### src/rtl/register_file_16x16_pkg.sv
// register_file_16x16_pkg: shared word width, register address width and RA register index
package register_file_16x16_pkg;
  localparam int WORD_W     = 16;
  localparam int REG_ADDR_W = 4;
  localparam int RA_REG     = 15;
endpackage

### src/rtl/register_file_16x16.sv
// register_file_16x16: register array with a general read/write port and an aliased return-address port
module register_file_16x16
  import register_file_16x16_pkg::*;
#(
  parameter int DATA_W   = WORD_W,
  parameter int ADDR_W   = REG_ADDR_W,
  parameter int RA_INDEX = RA_REG
) (
  input  logic              clk,
  input  logic              reset,
  input  logic [ADDR_W-1:0] addr,
  input  logic [DATA_W-1:0] din,
  input  logic              we,
  input  logic [DATA_W-1:0] ra_din,
  input  logic              ra_we,
  output logic [DATA_W-1:0] dout,
  output logic [DATA_W-1:0] ra_dout
);
  localparam logic [ADDR_W-1:0] RA_ADDR = ADDR_W'(RA_INDEX);
  logic [DATA_W-1:0] regs [2**ADDR_W];
  // register update; the general write is issued last so it wins a collision on the RA register
  always_ff @(posedge clk or negedge reset)
    if (!reset) begin
      for (int i = 0; i < 2**ADDR_W; i++) regs[i] <= '0;
    end else begin
      if (ra_we) regs[RA_ADDR] <= ra_din;
      if (we) regs[addr] <= din;
    end
  assign dout    = regs[addr];
  assign ra_dout = regs[RA_ADDR];
endmodule

### config.mk
export PLATFORM = sky130hd
export DESIGN_NAME = register_file_16x16
export DESIGN_NICKNAME = d
export VERILOG_FILES = /design/src/rtl/register_file_16x16_pkg.sv /design/src/rtl/register_file_16x16.sv
export SDC_FILE = /design/constraint.sdc
export NUM_CORES = 1
export LEC_CHECK = 0
export CORE_MARGIN = 5
export CORE_UTILIZATION = 30
export DETAILED_ROUTE_END_ITERATION = 10
export PLACE_DENSITY = 0.58
export REMOVE_ABC_BUFFERS = 1
export SLEW_MARGIN = 10
export SYNTH_ARGS = -nofsm -noshare
export SYNTH_HDL_FRONTEND = slang
export SYNTH_SLANG_ARGS = --single-unit
### constraint.sdc
create_clock -name clk -period 5.7 [get_ports clk]
set_clock_uncertainty 0.15 [all_clocks]
set_input_delay 1.71 -clock clk [delete_from_list [all_inputs] [get_ports clk]]
set_output_delay 1.71 -clock clk [all_outputs]
set_load 0.02 [all_outputs]
==> reports/metrics.cfg <==
[run_status]
status = finished clean

[clock_tree]
post_cts_buffers = 0
root_buffer = clkbuf_16
worstSkewPairLatency_ns = 0.53
cts.clk_slew.worst_paths_ns = 0.06
cts_tree = done
numCtsBuffers = 28
cts_max_level = 1
cts_buffer_depth = 3
ctsHoldBuffers = 0
clock_sinks = 256
cts_resized = 0

[die]
ioPinCount = 72
die_y_um = 209
die_w_um = 209
core_area_sq_um = 39500
die-area_sq_um = 43800
row_count = 73
start_util = 0.302

[sta]
tns_ns = 0
setup_viol = 0
finalCritPeriodShare = 0.968
grt_setup_unrepaired = false
drv_slew = 0
max_freq_ghz = 0.181
hold_viol = 0
tightest_slew_ns = 1.09
setup_ws_ns = 0.183
maxSlewHeadroom = 0.274
hold_ws_ns = 0.351
fin_crit_ns = 5.52

[cells_and_area]
finish.utilization = 0.364
insertedDiodeCount = 0
area_growth_pct = 20.6
layout_commonest_cell = mux2_2
nets = 863
stdcell_count = 1369
drive_above_1_share = 0.543
most-common-layout-cells = 262 x mux2_2, 256 x dfrtp_1, 68 x clkdlybuf4s50_1
final_cell_area_sq_um = 14400

[hold_path]
min_path_cells = 1
worstHoldPathType = reg2reg

[place]
place_ws_ns = 0.139
dpl_cell_area_sq_um = 13400
numPortBuffers = 71
place_inst = 1318
dpl.hpwl_um = 19100
place_congestion = 0.735

[yosys]
synth.distinct_cells = 25
synth.yosys.seq_area_share = 0.538
ys_warn_count = 0
syn_inst = 746
ys_seq_elements = 256
synth_largest_area_cell = dfrtp_1
synth_area_per_cell_sq_um = 16.0
synthesis.area_sq_um = 11900
netlist.area_leader.share = 0.538
synth_area_leaders = dfrtp_1 54%, mux2_2 25%, mux4_2 12%

[worst_setup_path]
worst-path-max-fanout = 22
crit_type = in2out
end_kind = output port
required_ns = 3.84
startpoint_type = primary input
crit_arrival_ns = 3.66
reg2reg_depth = 2

[power]
power_mw = 5.35
ir_worst_vdd_mv = 0.256
p_leak_nw = 5.97
power_density_nw_per_um2 = 373

[drt]
num_vias = 6618
drt-initial-drc-count = 260
ant_nets = 0
routed_wl_um = 29100
first_pass_iters = 4
drc = 0
wire_per_inst_um = 21.3
vias_per_cell = 4.83

[global_route]
grt_usage = 0.135
grt_max_degree = 101
grt_pass1_wl_um = 46400
grt_overflow = 0
antenna_found_initial = 0
grt_pass1_vias = 7292

[run]
cap_violations = 0

per-layer routing:
layer  global-route usage  part of all wire  vias up  wire [um]
met2                0.215              0.47      118      13700
met4               0.0252             0.016        0        476
met3               0.0194             0.041       32       1190
met1                0.199              0.47     3526      13800
met5                    0                 0        -          0
li1                     -                 -     2942          -
final timing paths:
check                                startpoint                   end  slack, ns
min in group asynchronous                 reset  regs[40]$_DFFE_PN0P_       1.06
hold reg to reg            regs[31]$_DFFE_PN0P_  regs[31]$_DFFE_PN0P_       0.35
setup / recovery                        addr[0]               dout[7]       0.18
setup reg to reg           ra_dout[5]$_DFF_PN0_  ra_dout[5]$_DFF_PN0_       4.50
hold / removal             regs[31]$_DFFE_PN0P_  regs[31]$_DFFE_PN0P_       0.35
max in group asynchronous                 reset  regs[17]$_DFFE_PN0P_       3.31
cells in the mapped netlist:
cell type and n:
mux2_2 262, dfrtp_1 256, mux4_2 64, a22oi_1 32
clkbuf_1 29, buf_4 25, buf_2 18, nand2_1 18
mux2_4 10, nor3_2 5, nor2_1 4, nor2_2 4
nand3b_1 3, buf_1 2, buf_6 2, nand3_1 2
nor2b_1 2, and2_1 1, nand2_2 1, nand2b_1 1
nand2b_4 1, nor3b_1 1, nor4_4 1, nor4b_4 1
or4b_1 1
registers in the layout (all words and copies together), names as in the netlist:
register,count
regs,240
ra_dout,16
power breakdown:
group	switching (mW)	internal, mW
registers	0.202	2.23
clock network	0.740	1.18
logic	0.367	0.641
total	1.31	4.04
cells by family after synthesis:
kind of cell,after synthesis,share of synthesized area
compound gates,32,0.0202
buf+inv,76,0.0350
flops,256,0.538
mux,336,0.382
simple gates,46,0.0250
critical path, cell delays in order:
cell and delay, ns:
buf_4 0.28, buf_12 0.26, mux4_2 0.52, a22oi_1 0.24, nand2_1 0.09, clkdlybuf4s50_1 0.54
cell type report:
cell class                      count  area, sq um
Clock buffer                       38          850
Clock inverter                     13          151
Fill cell                        3780        25100
Multi-Input combinational cell    414         5090
Sequential cell                   256         6410
Tap cell                          525          657
Timing Repair Buffer              123         1200
Power figures use the tool's default switching activity.
